--- src/rtl/a_frame_packer.sv ---
`default_nettype none
// ============================================================================
// Module   : a_frame_packer
// Brief    : Packs a valid/ready byte stream into 8-lane a_if frames with a
//            minimum inter-frame gap and padding of short frames.
//            Optional macro A_PACK_CHECKSUM_EN: 7 data lanes, a7 = XOR checksum.
// Revision : 1.0 - initial release
// ============================================================================
module a_frame_packer #(
   parameter int unsigned GAP_CYCLES = 0,
   parameter logic [7:0]  PAD_BYTE   = 8'h00
) (
   input  logic        clock,
   input  logic        reset,
   input  logic        in_valid,
   input  logic [7:0]  in_data,
   input  logic        in_last,
   output logic        in_ready,
   output logic        valid,
   output logic [7:0]  a,
   output logic [7:0]  a1,
   output logic [7:0]  a2,
   output logic [7:0]  a3,
   output logic [7:0]  a4,
   output logic [7:0]  a5,
   output logic [7:0]  a6,
   output logic [7:0]  a7,
   output logic [15:0] frame_count
);

`ifdef A_PACK_CHECKSUM_EN
   localparam int unsigned FRAME_LEN = 7;
`else
   localparam int unsigned FRAME_LEN = 8;
`endif
   localparam logic [2:0] LAST_IDX = 3'(FRAME_LEN - 1);
   localparam logic [3:0] GAP_INIT = 4'(GAP_CYCLES);

   typedef enum logic [0:0] {
      S_FILL = 1'b0,
      S_PEND = 1'b1
   } state_t;

   state_t           state_q, state_d;
   logic [2:0]       fill_q, fill_d;
   logic [3:0]       gap_q, gap_d;
   logic [7:0][7:0]  buf_q, buf_d;
   logic [7:0][7:0]  lanes_q, lanes_d;
   logic             valid_q, valid_d;
   logic [15:0]      count_q, count_d;

   logic [7:0][7:0]  frame_w;
   logic [7:0][7:0]  out_w;
   logic             accept_w;
   logic             complete_w;
   logic             emit_w;

   // Assembled frame: stored bytes, the byte on the bus at the fill slot, pad above it.
   always_comb begin
      frame_w = buf_q;
      if (state_q == S_FILL) begin
         for (int k = 0; k < 8; k++) begin
            if (3'(k) == fill_q) begin
               frame_w[k] = in_data;
            end else if (3'(k) > fill_q) begin
               frame_w[k] = PAD_BYTE;
            end
         end
      end
      out_w = frame_w;
`ifdef A_PACK_CHECKSUM_EN
      out_w[7] = frame_w[0] ^ frame_w[1] ^ frame_w[2] ^ frame_w[3]
               ^ frame_w[4] ^ frame_w[5] ^ frame_w[6];
`endif
   end

   assign accept_w   = (state_q == S_FILL) && in_valid;
   assign complete_w = accept_w && ((fill_q == LAST_IDX) || in_last);
   assign emit_w     = (gap_q == 4'd0) && (complete_w || (state_q == S_PEND));

   always_comb begin
      state_d = state_q;
      fill_d  = fill_q;
      buf_d   = buf_q;
      lanes_d = lanes_q;
      count_d = count_q;
      valid_d = emit_w;
      gap_d   = (gap_q != 4'd0) ? gap_q - 4'd1 : gap_q;

      if (accept_w) begin
         buf_d[fill_q] = in_data;
         fill_d        = fill_q + 3'd1;
      end
      if (complete_w) begin
         fill_d = 3'd0;
         buf_d  = frame_w;
         if (gap_q != 4'd0) begin
            state_d = S_PEND;
         end
      end
      if ((state_q == S_PEND) && (gap_q == 4'd0)) begin
         state_d = S_FILL;
      end
      if (emit_w) begin
         lanes_d = out_w;
         count_d = count_q + 16'd1;
         gap_d   = GAP_INIT;
      end
   end

   always_ff @(posedge clock or negedge reset) begin
      if (!reset) begin
         state_q <= S_FILL;
         fill_q  <= 3'd0;
         gap_q   <= 4'd0;
         buf_q   <= '0;
         lanes_q <= '0;
         valid_q <= 1'b0;
         count_q <= 16'd0;
      end else begin
         state_q <= state_d;
         fill_q  <= fill_d;
         gap_q   <= gap_d;
         buf_q   <= buf_d;
         lanes_q <= lanes_d;
         valid_q <= valid_d;
         count_q <= count_d;
      end
   end

   assign in_ready    = (state_q == S_FILL);
   assign valid       = valid_q;
   assign frame_count = count_q;
   assign a           = lanes_q[0];
   assign a1          = lanes_q[1];
   assign a2          = lanes_q[2];
   assign a3          = lanes_q[3];
   assign a4          = lanes_q[4];
   assign a5          = lanes_q[5];
   assign a6          = lanes_q[6];
   assign a7          = lanes_q[7];

endmodule
`default_nettype wire

--- config.mk ---
export PLATFORM = sky130hd
export DESIGN_NAME = a_frame_packer
export DESIGN_NICKNAME = d
export VERILOG_FILES = /design/src/rtl/a_frame_packer.sv
export SDC_FILE = /design/constraint.sdc
export NUM_CORES = 1
export LEC_CHECK = 0
export ABC_AREA = 1
export BUFFER_PORTS_ARGS = -buffer_cell sky130_fd_sc_hd__buf_2
export CORE_ASPECT_RATIO = 1.1
export CORE_MARGIN = 3
export CORE_UTILIZATION = 30
export DETAILED_ROUTE_END_ITERATION = 12
export PLACE_DENSITY = 0.5
export SETUP_SLACK_MARGIN = 0.2
export SLEW_MARGIN = 20
export SYNTH_ARGS = -nofsm -noshare
export SYNTH_HDL_FRONTEND = slang
export SYNTH_SLANG_ARGS = --single-unit
export TNS_END_PERCENT = 30
--- constraint.sdc ---
create_clock -name clock -period 5.45 [get_ports clock]
set_input_delay 0.8175 -clock clock [delete_from_list [all_inputs] [get_ports clock]]
set_output_delay 0.8175 -clock clock [all_outputs]
set_load 0.005 [all_outputs]
Word-level counts from Yosys, hierarchy flattened
Index checks and enable logic that the tools add are counted.

Word-level logic and storage cells: 87. Latch bits: 0. Bits in registers: 153. Memories kept: 0. Input port bits: 12. RAM bits: 0. Output and inout port bits: 82. Bits in read-only memories: 0.

Bitwise gates (word level): 1. Add/sub/neg operators: 3. Divide/modulo/power cells: 0. Multiply operators: 0. Multiplexer cells: 29. Shift-type cells: 0. Order comparisons: 10. Reduce and logical (&&, ||, !) cells: 15. Equality and inequality tests: 8.

Operators with widths (number): 64-bit 2-to-1 mux (3); 8-bit 2-to-1 mux (17); 64-bit bitwise mux (1); 8-bit demux with 3-bit select (1); 16-bit by 1-bit adder with 16-bit output, second input constant (1); 3-bit == test, first input constant (4); 3-bit > comparator, first input constant (4); 4-bit 2-to-1 mux (2); 2-bit nonzero test (4); 2-bit by 3-bit == test with 1-bit output, first input constant (2); 1-bit by 3-bit > comparator with 1-bit output, first input constant (2); 2-bit by 3-bit > comparator with 1-bit output, first input constant (2); 3-bit 2-to-1 mux (2); 1-bit logical AND (5); 4-bit logical NOT (1); 3-bit by 4-bit < comparator with 1-bit output, second input constant (1); 4-bit nonzero test (1); 4-bit by 1-bit subtractor with 4-bit output, second input constant (1); 3-bit by 1-bit adder with 3-bit output, second input constant (1); 1-bit by 3-bit == test with 1-bit output, first input constant (1); 3-bit == test, second input constant (1); 3-bit by 1-bit greater-or-equal comparator with 1-bit output, second input constant (1); 3-bit logical NOT (1); 1-bit 2-to-1 mux (3); other kinds (3) (4).

Longest topological paths before layout
Depth in word-level cells: 7. Mapped depth: 11. Mapped depth without buffers: 11.

Least setup slack after synthesis
No wires, ideal clock.

Path type: input to register. From: input port in_valid. To: register count_q[12], in the netlist frame_count[12]. Slack: 3669 ps. Stages: 8. Required time: 5330 ps. Path buffers: 1. Data arrival time: 1661 ps. Setup time: 120 ps. Cell sequence: inv_1 -> nor2_4 -> nand2_4 -> a21oi_2 -> buf_4 -> nand3_1 -> o21ai_1 -> nand2_1.

Cells in the longest elaborated chain, start to end: 4.

Ends and longest elaborated chain: from (decl) (RTL line 15) `input logic in_valid,`; 1-bit logical AND (RTL line 77) `assign accept_w = (state_q == S_FILL) && in_valid;`; 1-bit logical AND (RTL line 78) `assign complete_w = accept_w && ((fill_q == LAST_IDX) || in_last);`; 1-bit logical OR (RTL line 79) `assign emit_w = (gap_q == 4'd0) && (complete_w || (state_q == S_PEND));`; 1-bit logical AND (RTL line 79); to (signal assigned) (RTL line 127) `count_q <= count_d;`; to (decl) (RTL line 50) `logic [15:0] count_q, count_d;`.

Every way passes these cells. A chain may end at the register's enable or synchronous reset.

Final worst setup path
From: register fill_q[2]. To: register lanes_q (netlist bit a2[3]).

Cells in the longest elaborated chain, start to end: 5. Elaborated cells between the ends (all ways): 10. Classes of those cells: order compare: 1; eq/ne: 2; mux: 3; reduce/logical: 4.

Ends and longest elaborated chain: from (decl) (RTL line 45) `logic [2:0] fill_q, fill_d;`; from (signal assigned) (RTL line 122) `fill_q <= fill_d;`; parallel branches: the longest is 5 deep, another holds 2-bit by 3-bit > comparator with 1-bit output; to (signal assigned) (RTL line 125) `lanes_q <= lanes_d;`; to (decl) (RTL line 48) `logic [7:0][7:0] lanes_q, lanes_d;`.

Several ways; the timed one is not identified.

==> metrics.log <==
[metrics] result of the run: finished clean
[metrics] Fmax achieved: 322 MHz
[metrics] number of cells on the worst reg-to-reg path: 8
[metrics] Data required, critical path: 5790 ps
[metrics] wire length reported by the detailed router: 22700 microns
[metrics] Setup Buffers After CTS: 0
[metrics] worst r2r dst: a2[3]
[metrics] netlist area before placement: between 7000 and 8000 sq um
[metrics] count of standard-cell rows: 60
[metrics] maximum number of pins on one net before global-route repair: 90
[metrics] sequence of cells on the critical path: ha_1 -> inv_1 -> nand2_2 -> nand2_4 -> a21oi_4 -> buf_4 -> nor2_1 -> a31oi_1
[metrics] PostCTS Resize Cnt: 0
[metrics] DP HPWL: 15300 microns
[metrics] leakage power: 4.47 nW
[metrics] maximum vdd ir drop: 0.191 mV
[metrics] insertion delay to the later sink of the worst-skew pair: 430 ps
[metrics] Pre-antenna DRT Iters: 5
[metrics] area of the multi-input gates: approximately 3100 sq um
[metrics] portion of synthesized cell area occupied by the leading cell type: 0.512
[metrics] ranking of synthesized cells by instance count: 351 x sky130_fd_sc_hd__nand2_1, 153 x sky130_fd_sc_hd__dfrtp_1, 77 x sky130_fd_sc_hd__nor2_1, 73 x sky130_fd_sc_hd__inv_1, 47 x sky130_fd_sc_hd__nand3_1
[metrics] floorplan core area: around 24000 sq um
[metrics] Setup-failing EPs final: 0
[metrics] Reg clk slew, reported paths: 70 ps
[metrics] clock skew after layout: 12.5 ps
[metrics] detailed-route via count: 6574
[metrics] arrival time of data at the critical path endpoint: around 3500 ps
[metrics] Post-synth ARST share: 1.00
[metrics] startpoint kind of the worst setup timing path: flip-flop
[metrics] highest-delay cell along the critical path: sky130_fd_sc_hd__a21oi_4
[metrics] launch point of the worst reg-to-reg path: fill_q[2]
[metrics] antenna violations before repair: 0
[metrics] drc violations: 0
[metrics] H-Tree Depth: 4
[metrics] pwr dens: 358 nW/um^2
[metrics] Slew HR: 0.295
[metrics] area overhead of the layout relative to synthesis: 16.5%
[metrics] horizontal die dimension: about 160 microns
[metrics] peak per-stage delay on the critical path: between 800 and 900 ps
[metrics] Worst R2R Setup Slack: around 2300 ps
[metrics] drt wl/cell: 17.0 microns
[metrics] worst hold slack: 374 ps
[metrics] Placer Congestion: 0.838
[metrics] Fillers: between 2k and 3k
[metrics] worst hold path class: in -> async
[metrics] Final TNS setup: 0 ps
[metrics] Antenna Violating Nets Remaining: 0
[metrics] worst setup path startpoint: fill_q[2]
[metrics] Slew @ Worst Pin: roughly 1100 ps
[metrics] overflow left after global routing: 0
[metrics] type of destination of the critical path: flip-flop
[metrics] cell family contributing the most delay on the critical path: compound AO/OA/AOI/OAI gates
[metrics] count of buffering cells on the critical path with inverters included: 2
[metrics] clock root buffer master: sky130_fd_sc_hd__clkbuf_16
[metrics] first-pass GRT wire length: 35500 microns
[metrics] number of enable flip-flop cells after synthesis: 0
[metrics] hold buffer count at CTS: 0
[metrics] Starting DRT DRC Count: between 500 and 600
[metrics] CTS sink count: 153
[metrics] vias in the first global route: about 6.3k
[metrics] clock buffers created by TritonCTS: 17
[metrics] Synth Flop Type: sky130_fd_sc_hd__dfrtp_1
[metrics] synthesized netlist net count: 956
[metrics] number of I/O pins: 94
[metrics] number of I/O port buffers: 93
[metrics] Ys Warns: 0
[metrics] largest cells by area after synthesis: sky130_fd_sc_hd__dfrtp_1 51%, sky130_fd_sc_hd__nand2_1 18%, sky130_fd_sc_hd__nor2_1 3.9%
[metrics] maximum fanout along the worst path: 36
[metrics] post-detailed-route via-to-cell ratio: 4.92
[metrics] flip-flop and latch area: about 3800 sq um
[metrics] share of final-layout standard cells stronger than drive strength 1: 0.150
[metrics] Antenna diodes: 0
[metrics] cell with the most instances after synthesis: sky130_fd_sc_hd__nand2_1
[metrics] clock tree from TritonCTS: done
[metrics] overall power consumption: 3.13 mW
[metrics] register bit total from synthesis: 153
[metrics] pins over their slew limit: 0
[metrics] cells after synthesis: 938
[metrics] number of nets in the finished design: 1031
[metrics] RSZ-0062 raised after global routing: false
[metrics] number of max-cap violations: 0
[metrics] dominant cell type by area after synthesis: sky130_fd_sc_hd__dfrtp_1
[metrics] die footprint: roughly 27000 sq um
[metrics] final period demand of the worst path: 3110 ps
[metrics] Setup Crit Path Kind: reg -> reg
[metrics] share of the clock period used by the worst path: 0.570
[metrics] Die Y: 172 microns
[metrics] syn_area_per_cell: between 7 and 8 sq um
[metrics] Max Root-Sink Buffers: 2
[metrics] initial cell density of the core: 0.306
[metrics] distinct cell type count of the synthesized netlist: 36
[metrics] Final Hold Viols: 0
[metrics] Total GRT Usage: 0.170
[metrics] sequential share of the synthesized area: 0.512
==> layout by cell type (no fill, tap or decap), types with 4 or more instances in the layout <==
| cell | synthesis | final |
|---|---|---|
| sky130_fd_sc_hd__nand2_1 | 351 | 351 |
| sky130_fd_sc_hd__dfrtp_1 | 153 | 153 |
| sky130_fd_sc_hd__buf_2 | 15 | 92 |
| sky130_fd_sc_hd__nor2_1 | 77 | 77 |
| sky130_fd_sc_hd__inv_1 | 73 | 73 |
| sky130_fd_sc_hd__nand3_1 | 47 | 47 |
| sky130_fd_sc_hd__o21ai_0 | 42 | 42 |
| sky130_fd_sc_hd__o22ai_1 | 32 | 32 |
| sky130_fd_sc_hd__a22oi_1 | 23 | 23 |
| sky130_fd_sc_hd__clkbuf_16 | 0 | 17 |
| sky130_fd_sc_hd__a31oi_1 | 16 | 16 |
| sky130_fd_sc_hd__a21oi_1 | 12 | 12 |
| sky130_fd_sc_hd__o21ai_1 | 10 | 10 |
| sky130_fd_sc_hd__nand4_1 | 10 | 10 |
| sky130_fd_sc_hd__xor2_1 | 7 | 7 |
| sky130_fd_sc_hd__nand2_2 | 6 | 6 |
| sky130_fd_sc_hd__nor3_1 | 6 | 6 |
| sky130_fd_sc_hd__ha_1 | 6 | 6 |
| sky130_fd_sc_hd__inv_6 | 0 | 6 |
| sky130_fd_sc_hd__xnor2_1 | 5 | 5 |
| sky130_fd_sc_hd__inv_2 | 4 | 4 |
==> through the flow <==
stage | std cells | util | area, sq um | setup slack (ps)
global route | 1336 | 0.356 | 8720 | 2100
CTS | 1336 | 0.356 | 8720 | 2320
finish | 1336 | 0.356 | 8720 | 2340
global placement | 1304 | 0.333 | 8140 | 2190
floorplan | 938 | - | 7480 | 3670
detailed placement | 1304 | 0.333 | 8140 | 2120
==> area by class of cell <==
cell class / instances / share of cell area
Clock inverter: 13 / 0.0151
Inverter: 78 / 0.0338
Sequential cell: 153 / 0.439
Multi-Input combinational cell: 667 / 0.358
Clock buffer: 19 / 0.0519
Tap cell: 310 / 0.0445
Timing Repair Buffer: 96 / 0.0581
==> worst reg2reg max path: stages (launching register included) <==
cell and delay (ps):
sky130_fd_sc_hd__dfrtp_1 810, sky130_fd_sc_hd__ha_1 300, sky130_fd_sc_hd__inv_1 70, sky130_fd_sc_hd__nand2_2 160, sky130_fd_sc_hd__nand2_4 170, sky130_fd_sc_hd__a21oi_4 890, sky130_fd_sc_hd__buf_4 420, sky130_fd_sc_hd__nor2_1 70
sky130_fd_sc_hd__a31oi_1 150
==> layer usage <==
layer / part of all wire / track usage / vias up
li1: - / - / 3187
met1: 0.46 / 0.231 / 3206
met2: 0.48 / 0.282 / 152
met3: 0.040 / 0.0284 / 29
met4: 0.020 / 0.0491 / 0
met5: 0 / 0 / -
==> flip-flops by register name (all words and copies together) (netlist names) <==
signal	flops
a3	8
a4	8
a6	8
frame_count	16
a7	8
fill_q	3
state_q	1
a1	8
a5	8
gap_q	4
a	8
buf_q	64
valid	1
a2	8
==> cell families after synthesis <==
kind of cell / after synthesis / synth area share
AND/OR/NAND/NOR: 508 / 0.278
flip-flops: 153 / 0.512
AO/OA/AOI/OAI: 140 / 0.112
buffers and inverters: 118 / 0.0725
XOR/XNOR: 12 / 0.0140
adder cells (fa/ha/maj): 6 / 0.0100
multiplexers: 1 / 0.00150
==> worst max path at each step <==
stage | to | depth (start not counted)
after global routing | a2[3] | 8
after global placement | a2[4] | 8
after floorplan | frame_count[12] | 8
after CTS | a2[1] | 8
after detailed placement | a2[3] | 8
final | a2[3] | 8
==> power by group <==
part	leakage [nW]	total (mW)	switching, mW	internal, mW
logic	2.23	0.545	0.350	0.195
clock network	0.284	1.19	0.521	0.666
registers	1.95	1.39	0.0995	1.29
Power figures use the tool's default switching activity.
